[src/rtl/sdram_cmd_arbiter_n.sv]
// rtl/sdram_cmd_arbiter_n.sv - N-channel SDRAM command arbiter (sticky round-robin or fixed priority)
// Merges NUM_CH request streams into one registered valid/ready command stream.
package sdram_pkg;
  localparam int SDRAM_ADDR_W = 24;
  localparam int SDRAM_DATA_W = 32;
  localparam logic READ_CMD  = 1'b0;
  localparam logic WRITE_CMD = 1'b1;

  typedef struct packed {
    logic                    rw;
    logic [SDRAM_ADDR_W-1:0] addr;
    logic [SDRAM_DATA_W-1:0] wdata;
    logic                    auto_precharge_en;
  } sdram_cmd_t;
endpackage

module sdram_cmd_arbiter_n #(
  parameter int    NUM_CH        = 4,
  parameter int    ADDR_WIDTH    = 24,
  parameter string PRIORITY_MODE = "ROUND_ROBIN",
  parameter int    MAX_HOLD      = 1,
  localparam int   CH_W          = (NUM_CH > 1) ? $clog2(NUM_CH) : 1,
  localparam int   HOLD_W        = $clog2(MAX_HOLD + 1)
) (
  input  logic                         clk,
  input  logic                         rstn,
  input  logic [NUM_CH-1:0]            req_valid,
  output logic [NUM_CH-1:0]            req_ready,
  input  logic [NUM_CH-1:0]            req_we,
  input  logic [NUM_CH*ADDR_WIDTH-1:0] req_addr,
  output logic                         cmd_valid,
  input  logic                         cmd_ready,
  output sdram_pkg::sdram_cmd_t        cmd_data,
  output logic [CH_W-1:0]              cmd_ch
);
  localparam bit IS_FIXED = (PRIORITY_MODE == "FIXED");
  localparam logic [CH_W:0]   NUM_CH_V   = (CH_W + 1)'(NUM_CH);
  localparam logic [HOLD_W:0] MAX_HOLD_V = (HOLD_W + 1)'(MAX_HOLD);

  logic [CH_W-1:0]         prio_ptr;
  logic [HOLD_W-1:0]       hold_cnt;
  logic [2*NUM_CH-1:0]     valid_dbl;
  logic [NUM_CH-1:0]       valid_rot;
  logic [NUM_CH-1:0]       grant_onehot;
  logic [CH_W-1:0]         grant_off;
  logic [CH_W-1:0]         grant_idx;
  logic [CH_W:0]           grant_sum;
  logic [CH_W:0]           grant_p1;
  logic [CH_W-1:0]         next_ptr_rot;
  logic [HOLD_W-1:0]       h_cur;
  logic [HOLD_W:0]         h_inc;
  logic                    grant_any;
  logic                    out_free;
  logic                    xfer;
  logic                    contention;
  logic [ADDR_WIDTH-1:0]   sel_addr;
  sdram_pkg::sdram_cmd_t   load_cmd;

  // Circular search: rotate the doubled valid vector so prio_ptr lands at bit 0.
  // FIXED mode keeps prio_ptr at 0, so the same search yields the lowest index.
  always_comb begin
    valid_dbl = {req_valid, req_valid};
    valid_rot = NUM_CH'(valid_dbl >> prio_ptr);
    grant_any = 1'b0;
    grant_off = '0;
    for (int k = NUM_CH - 1; k >= 0; k--) begin
      if (valid_rot[k]) begin
        grant_any = 1'b1;
        grant_off = CH_W'(k);
      end
    end
    grant_sum = {1'b0, prio_ptr} + {1'b0, grant_off};
    grant_idx = (grant_sum >= NUM_CH_V) ? CH_W'(grant_sum - NUM_CH_V) : CH_W'(grant_sum);
    grant_onehot = NUM_CH'(1) << grant_idx;
    contention = |(req_valid & ~grant_onehot);

    out_free  = !cmd_valid || cmd_ready;
    xfer      = grant_any && out_free;
    req_ready = xfer ? grant_onehot : '0;

    sel_addr = ADDR_WIDTH'(req_addr >> (int'(grant_idx) * ADDR_WIDTH));
    load_cmd.rw                = |(req_we & grant_onehot);
    load_cmd.addr              = sdram_pkg::SDRAM_ADDR_W'(sel_addr);
    load_cmd.wdata             = '0;
    load_cmd.auto_precharge_en = 1'b1;

    // Hold count only carries over when the pointer channel keeps winning.
    h_cur        = (grant_idx == prio_ptr) ? hold_cnt : '0;
    h_inc        = {1'b0, h_cur} + 1'b1;
    grant_p1     = {1'b0, grant_idx} + 1'b1;
    next_ptr_rot = (grant_p1 >= NUM_CH_V) ? '0 : CH_W'(grant_p1);
  end

  always_ff @(posedge clk) begin
    if (!rstn) begin
      cmd_valid <= 1'b0;
      cmd_data  <= '0;
      cmd_ch    <= '0;
      prio_ptr  <= '0;
      hold_cnt  <= '0;
    end else if (xfer) begin
      cmd_valid <= 1'b1;
      cmd_data  <= load_cmd;
      cmd_ch    <= grant_idx;
      if (!IS_FIXED) begin
        if (contention && (h_inc >= MAX_HOLD_V)) begin
          prio_ptr <= next_ptr_rot;
          hold_cnt <= '0;
        end else if (contention) begin
          prio_ptr <= grant_idx;
          hold_cnt <= HOLD_W'(h_inc);
        end else begin
          prio_ptr <= grant_idx;
          hold_cnt <= h_cur;
        end
      end
    end else if (cmd_ready) begin
      cmd_valid <= 1'b0;
    end
  end
endmodule

[config.mk]
export PLATFORM = sky130hd
export DESIGN_NAME = sdram_cmd_arbiter_n
export DESIGN_NICKNAME = d
export VERILOG_FILES = /design/src/rtl/sdram_cmd_arbiter_n.sv
export SDC_FILE = /design/constraint.sdc
export NUM_CORES = 1
export LEC_CHECK = 0
export ABC_AREA = 1
export ABC_CLOCK_PERIOD_IN_PS = 3200
export BUFFER_PORTS_ARGS = -buffer_cell sky130_fd_sc_hd__buf_4
export CAP_MARGIN = 15
export CORE_MARGIN = 2
export CORE_UTILIZATION = 37
export CTS_CLUSTER_DIAMETER = 80
export DETAILED_ROUTE_END_ITERATION = 8
export PLACE_DENSITY = 0.88
export SYNTH_ARGS = -nofsm -noshare
export SYNTH_HDL_FRONTEND = slang
export SYNTH_SLANG_ARGS = --single-unit
[constraint.sdc]
create_clock -name clk -period 3.2 [get_ports clk]
set_input_delay 0.8 -clock clk [delete_from_list [all_inputs] [get_ports clk]]
set_output_delay 0.8 -clock clk [all_outputs]
set_load 0.01 [all_outputs]
==> flow_metrics.py, run 1 <==
metrics = {
    "synthesis": {
        "synth.area.top_cells": "dfxtp_1 27%, nand2_1 26%, buf_4 12%",
        "ys_ff_latch": 31,
        "yosysSeqAreaShare": 0.275,
        "netlist.area_leader.share": 0.275,
        "synthMostInstantiatedCell": "nand2_1",
        "synth_edf_count": 0,
        "synthFlopType": "dfxtp_1",
        "synthArstFlopShare": 0,
        "syn_inst": 363,
        "yosys-top-cells-count": "155 x nand2_1, 37 x buf_4, 31 x dfxtp_1",
        "ys_types": 25,
        "postSynthAreaPerCell_sq_um": 6.22,
        "synth_top_cell_by_area": "dfxtp_1",
        "synth_warnings": 0,
        "synth_area_sq_mm": 0.00226,
    },
    "timing": {
        "setup_viol": 0,
        "timing.final.crit_share": 0.986,
        "max_freq_mhz": 317,
        "holdWs_ns": 0.490,
        "finalHoldViolations": 0,
        "final.min_clock_period_ns": 3.15,
        "finalClockSkew_ns": 0.00529,
        "slew_violations": 0,
    },
    "global_routing": {
        "grt_pass1_vias": 2589,
        "grt_start_max_net_pins": 29,
        "gr-total-overflow": 0,
        "antenna_found_initial": 0,
        "track_usage": 0.215,
        "grt_pass1_wl_um": 11300,
    },
    "routing": {
        "vias": 2938,
        "drtIter0Drc": 98,
        "drc": 0,
        "postRouteAntennaNets": 0,
        "dr.pass1.iters": 4,
        "vias_per_cell": 5.01,
        "wl_per_cell_um": 13.4,
        "totalWireLength_um": 7870,
    },
    "power_and_ir_drop": {
        "internal-power_mw": 1.93,
        "seqPwrFrac": 0.167,
        "vdd_drop_max_v": 0.000726,
        "power_density_mw_per_mm2": 1080,
        "power.share.clock": 0.088,
        "p_total_mw": 3.83,
        "power.leakage_nw": 1.84,
        "power.switching_mw": 1.91,
        "p_comb_frac": 0.745,
        "switching_share": 0.497,
    },
    "setup_path": {
        "critPathMaxStageDelay_ns": 0.20,
        "worst-path-buf-inv": 4,
        "path_cells": "buf_4 -> nand2_1 -> nand3_1 -> nand2_1 -> a21boi_2 -> ha_2 -> xnor2_2 -> inv_1 -> nand2_2 -> nand2_4 -> ha_4 -> inv_2 -> nor2_2 -> buf_4",
        "critPathKind": "primary input to primary output",
        "cp_max_fo": 3,
        "startpoint_type": "primary input",
        "crit_path_top_delay_cell": "xnor2_2",
        "cp_top_family": "simple AND/OR/NAND/NOR gates",
        "critical_path_arrival_ns": 2.35,
        "end_kind": "primary output",
        "required_ns": 2.40,
    },
    "clock_tree": {
        "ctsHoldBuffers": 0,
        "cts_made_buffers": 5,
        "worstSkewPairLatency_ns": 0.27,
        "root_buffer": "clkbuf_8",
        "htreeDepth": 2,
        "path_clk_slew_ns": 0.07,
        "cts_tree": "built",
        "cts_buffer_depth": 2,
        "cts_sinks": 31,
    },
    "placement": {
        "place_inst": 576,
        "portBuffers": 139,
        "placed_area_sq_mm": 0.00331,
        "gp_congestion": 0.850,
        "hpwl_um": 5760,
    },
    "final_layout": {
        "register_area_sq_um": 622,
        "fillerInstances": 531,
        "final_cells": 587,
        "area_growth_syn_to_layout_pct": 57.8,
        "antenna_cells": 0,
        "drive_above_1_share": 0.398,
        "final_core_util": 0.601,
        "multi_input_area_sq_mm": 0.00145,
        "num-nets-final": 620,
        "fin_area_sq_mm": 0.00356,
    },
    "outcome": {
        "status": "completed",
    },
    "worst_hold_path": {
        "hp-class": "flop to flop",
    },
    "job": {
        "drv_cap": 0,
    },
    "die": {
        "ios": 172,
        "start_util": 0.381,
        "die-area_sq_mm": 0.00674,
        "fp.dieH_um": 82.1,
        "die_w_um": 82.1,
        "core-area_sq_mm": 0.00592,
        "num_rows": 28,
    },
}
[sequential cells by signal, summed over array words and instances (netlist names)]
name	count
cmd_valid	1
cmd_ch	2
cmd_data	26
prio_ptr	2
[kinds of logic after synthesis]
group	Yosys count	share of synthesized area
other	1	0.00166
buffers and inverters	66	0.185
flip-flops	31	0.275
AND/OR/NAND/NOR	189	0.332
XOR/XNOR	1	0.00388
AO/OA/AOI/OAI	73	0.192
adder cells (fa/ha/maj)	2	0.0111
[cell type report]
class / count / share of cell area
sequential: 31 / 0.175
inverter: 14 / 0.0148
timing repair buffer: 162 / 0.348
tap: 75 / 0.0264
clock buffer: 8 / 0.0281
multi-input combinational: 297 / 0.408
[repair_timing]
action | in CTS | in global routing
setup endpoints to repair | 2 | 4
pin swaps | 4 | 12
resized for setup | 5 | 27
setup buffers | 1 | 2
[layer usage]
metal  share of wire  GRT usage  vias to the layer above
li1                -          -                     1421
met1            0.38      0.239                     1360
met2            0.51      0.403                      147
met3           0.096     0.0554                       10
met4           0.013     0.0533                        0
met5               0          0                        -
[power groups by stage]
stage          combinational, mW  clock [mW]  sequential (mW)
2_1_floorplan               1.59           0            0.681
3_3_place_gp                2.55           0            0.624
3_5_place_dp                2.61           0            0.632
4_1_cts                     2.65       0.353            0.626
5_1_grt                     3.12       0.367            0.654
6_report                    2.85       0.338            0.639
[cell usage in the layout, fill, tap and decap left out, drive strengths merged, types with 8 or more instances in the layout]
cell / Yosys / final
a21oi: 23 / 23
a31oi: 19 / 19
nor2: 11 / 11
conb: 1 / 32
inv: 13 / 13
nand3: 20 / 20
buf: 48 / 162
clkbuf: 4 / 8
o21ai: 24 / 24
nand2: 158 / 158
dfxtp: 31 / 31
[worst paths after layout]
kind / from / endpoint / slack [ns] / depth (start not counted)
hold reg to reg: cmd_ch[1] / cmd_ch[1] / 0.49 / 2
setup reg to reg: prio_ptr[1] / cmd_data[57] / 0.56 / 15
setup / recovery: req_valid[2] / req_ready[3] / 0.05 / 14
hold / removal: cmd_ch[1] / cmd_ch[1] / 0.49 / 2
[worst register-to-register path, stage by stage, from the launching register on]
cell and delay [ns]:
dfxtp_1 0.54, inv_2 0.13, nand3_1 0.13, nand2_1 0.10, a21boi_2 0.15, ha_2 0.20, xnor2_2 0.13, inv_1 0.08
nand2_2 0.10, buf_6 0.12, nand3_4 0.07, buf_4 0.15, inv_1 0.18, buf_4 0.22, nand2_1 0.06, a41oi_1 0.19
[metrics by stage]
stage               TNS, ns  setup WS, ns
floorplan                 0       0.00991
global route        -0.0521       -0.0257
global placement    -0.0235       -0.0235
finish                    0        0.0452
CTS                       0       0.00924
detailed placement   -0.108       -0.0811
Power figures use the tool's default switching activity.
==> run 2, diff against run 1 <==
--- a/config.mk
+++ b/config.mk
@@ -6,14 +6,14 @@
 export NUM_CORES = 1
 export LEC_CHECK = 0
 export ABC_AREA = 1
-export ABC_CLOCK_PERIOD_IN_PS = 3200
+export ABC_CLOCK_PERIOD_IN_PS = 3400
 export BUFFER_PORTS_ARGS = -buffer_cell sky130_fd_sc_hd__buf_4
 export CAP_MARGIN = 15
 export CORE_MARGIN = 2
-export CORE_UTILIZATION = 37
+export CORE_UTILIZATION = 40
 export CTS_CLUSTER_DIAMETER = 80
 export DETAILED_ROUTE_END_ITERATION = 8
-export PLACE_DENSITY = 0.88
+export PLACE_DENSITY = 0.9
 export SYNTH_ARGS = -nofsm -noshare
 export SYNTH_HDL_FRONTEND = slang
 export SYNTH_SLANG_ARGS = --single-unit
==> constraint.sdc (replaced) <==
create_clock -name clk -period 3.4 [get_ports clk]
set_input_delay 0.85 -clock clk [delete_from_list [all_inputs] [get_ports clk]]
set_output_delay 0.85 -clock clk [all_outputs]
set_load 0.01 [all_outputs]
==> flow_metrics.py, run 2 (synthesized netlist as in run 1, its figures left out) <==
metrics = {
    "timing": {
        "finalClockSkew_ns": 0.00592,
        "setup_tns_ns": 0,
        "setup_viol": 0,
        "slew_violations": 0,
        "final.min_clock_period_ns": 3.32,
        "timing.final.crit_share": 0.975,
        "max_freq_mhz": 302,
        "worst_slack_ns": 0.0835,
        "finalHoldViolations": 0,
    },
    "final_layout": {
        "layout_common_cells": "157 x buf_4, 149 x nand2_1, 32 x conb_1",
        "final_common_cell": "buf_4",
        "final_core_util": 0.627,
        "largestRegisters": "cmd_data x26, cmd_ch x2, prio_ptr x2",
        "antenna_cells": 0,
        "drive_above_1_share": 0.377,
        "fin_area_sq_mm": 0.00343,
        "largest_reg_flops": 26,
        "num-nets-final": 615,
        "area_growth_syn_to_layout_pct": 52.1,
        "largest_register": "cmd_data",
        "fillerInstances": 515,
    },
    "global_routing": {
        "gr-usage-met3": 0.0545,
        "use_met2": 0.460,
        "antenna_found_initial": 0,
        "busiest_layer": "met2",
        "gr-total-overflow": 0,
        "grt_util_met1": 0.256,
        "grt_start_max_net_pins": 29,
        "track_usage": 0.239,
        "grt_pass1_vias": 2714,
        "grt_pass1_wl_um": 12100,
    },
    "die": {
        "start_util": 0.412,
        "core-area_sq_mm": 0.00547,
        "num_rows": 27,
        "die-area_sq_mm": 0.00626,
        "fp.dieH_um": 79.1,
        "die_w_um": 79.1,
        "ios": 172,
    },
    "placement": {
        "hpwl_um": 5880,
        "dp_slack_ns": -0.0762,
        "placed_area_sq_mm": 0.00326,
        "portBuffers": 139,
        "gp_congestion": 0.844,
    },
    "power_and_ir_drop": {
        "power_density_mw_per_mm2": 982,
        "p_total_mw": 3.37,
        "power.leakage_nw": 1.79,
        "vdd_drop_max_v": 0.000639,
    },
    "routing": {
        "drtIter0Drc": 95,
        "drc": 0,
        "wl_per_cell_um": 13.6,
        "vias": 2871,
        "totalWireLength_um": 7890,
        "postRouteAntennaNets": 0,
        "dr.pass1.iters": 4,
        "vias_per_cell": 4.96,
    },
    "clock_tree": {
        "cts_tree": "built",
        "cts_sinks": 31,
        "root_buffer": "clkbuf_8",
        "cts_made_buffers": 5,
        "htreeDepth": 2,
        "ctsHoldBuffers": 0,
        "worstSkewPairLatency_ns": 0.27,
        "cts_buffer_depth": 2,
        "path_clk_slew_ns": 0.06,
    },
    "setup_path": {
        "required_ns": 2.55,
        "crit_path_start": "req_valid[1]",
        "rr_endpoint": "prio_ptr[1]",
        "end_kind": "primary output",
        "cp_max_fo": 3,
        "rrSetupSlack_ns": 0.87,
        "r2r.worst_path.cells": 19,
        "r2r_start": "prio_ptr[0]",
        "critical_path_arrival_ns": 2.47,
        "endpoint": "req_ready[3]",
        "startpoint_type": "primary input",
        "critPathKind": "primary input to primary output",
    },
    "outcome": {
        "status": "completed",
    },
    "worst_hold_path": {
        "hp-class": "flop to flop",
    },
    "job": {
        "drv_cap": 0,
    },
}
[run 2: metrics by stage]
| step | cells | hold slack [ns] |
|---|---|---|
| 2_1_floorplan | 394 | 0.488 |
| 3_3_place_gp | 568 | 0.465 |
| 3_5_place_dp | 568 | 0.465 |
| 4_1_cts | 577 | 0.487 |
| 5_1_grt | 579 | 0.507 |
| 6_report | 579 | 0.488 |
[run 2: where the power goes]
group          switching (mW)  total [mW]  internal [mW]
sequential             0.0858       0.593          0.508
clock                   0.134       0.277          0.144
combinational            1.50        2.50          0.999
[run 2: how the worst min path moves through the flow]
stage,from,slack (ns),end,depth (start not counted)
3_3_place_gp,cmd_ch[1],0.47,cmd_ch[1],2
3_5_place_dp,cmd_data[0],0.47,cmd_data[0],2
6_report,cmd_ch[1],0.49,cmd_ch[1],2
2_1_floorplan,cmd_ch[1],0.49,cmd_ch[1],2
4_1_cts,cmd_ch[1],0.49,cmd_ch[1],2
5_1_grt,cmd_ch[1],0.51,cmd_ch[1],2
[run 2: what timing repair did]
item | CTS | global route
pin swaps | 1 | 6
buffers inserted | 1 | 2
resized for setup | 2 | 17
endpoints found under the setup margin | 1 | 4
[run 2: layer usage]
layer,vias to the layer above,routed length [um]
met1,1305,2930
met4,0,90
met2,144,4210
li1,1412,-
met5,-,0
met3,10,666
[run 2: area by class of cell]
type,instances,area [sq um],area share
Clock inverter,1,5.00,0.00146
Timing Repair Buffer,157,1180,0.343
Sequential cell,31,622,0.181
Clock buffer,7,76.3,0.0222
Tap cell,72,90.1,0.0262
Multi-Input combinational cell,297,1410,0.410
Inverter,14,52.6,0.0153
[run 2: critical path: stages]
cell	delay, ns
buf_4	0.13
nand2_4	0.07
nand3_2	0.09
nand2_2	0.11
nand3_2	0.07
a21boi_2	0.15
ha_2	0.20
xnor2_2	0.12
inv_1	0.07
nand2_2	0.10
nand2_4	0.07
ha_4	0.16
inv_1	0.08
nor2_1	0.05
buf_4	0.14
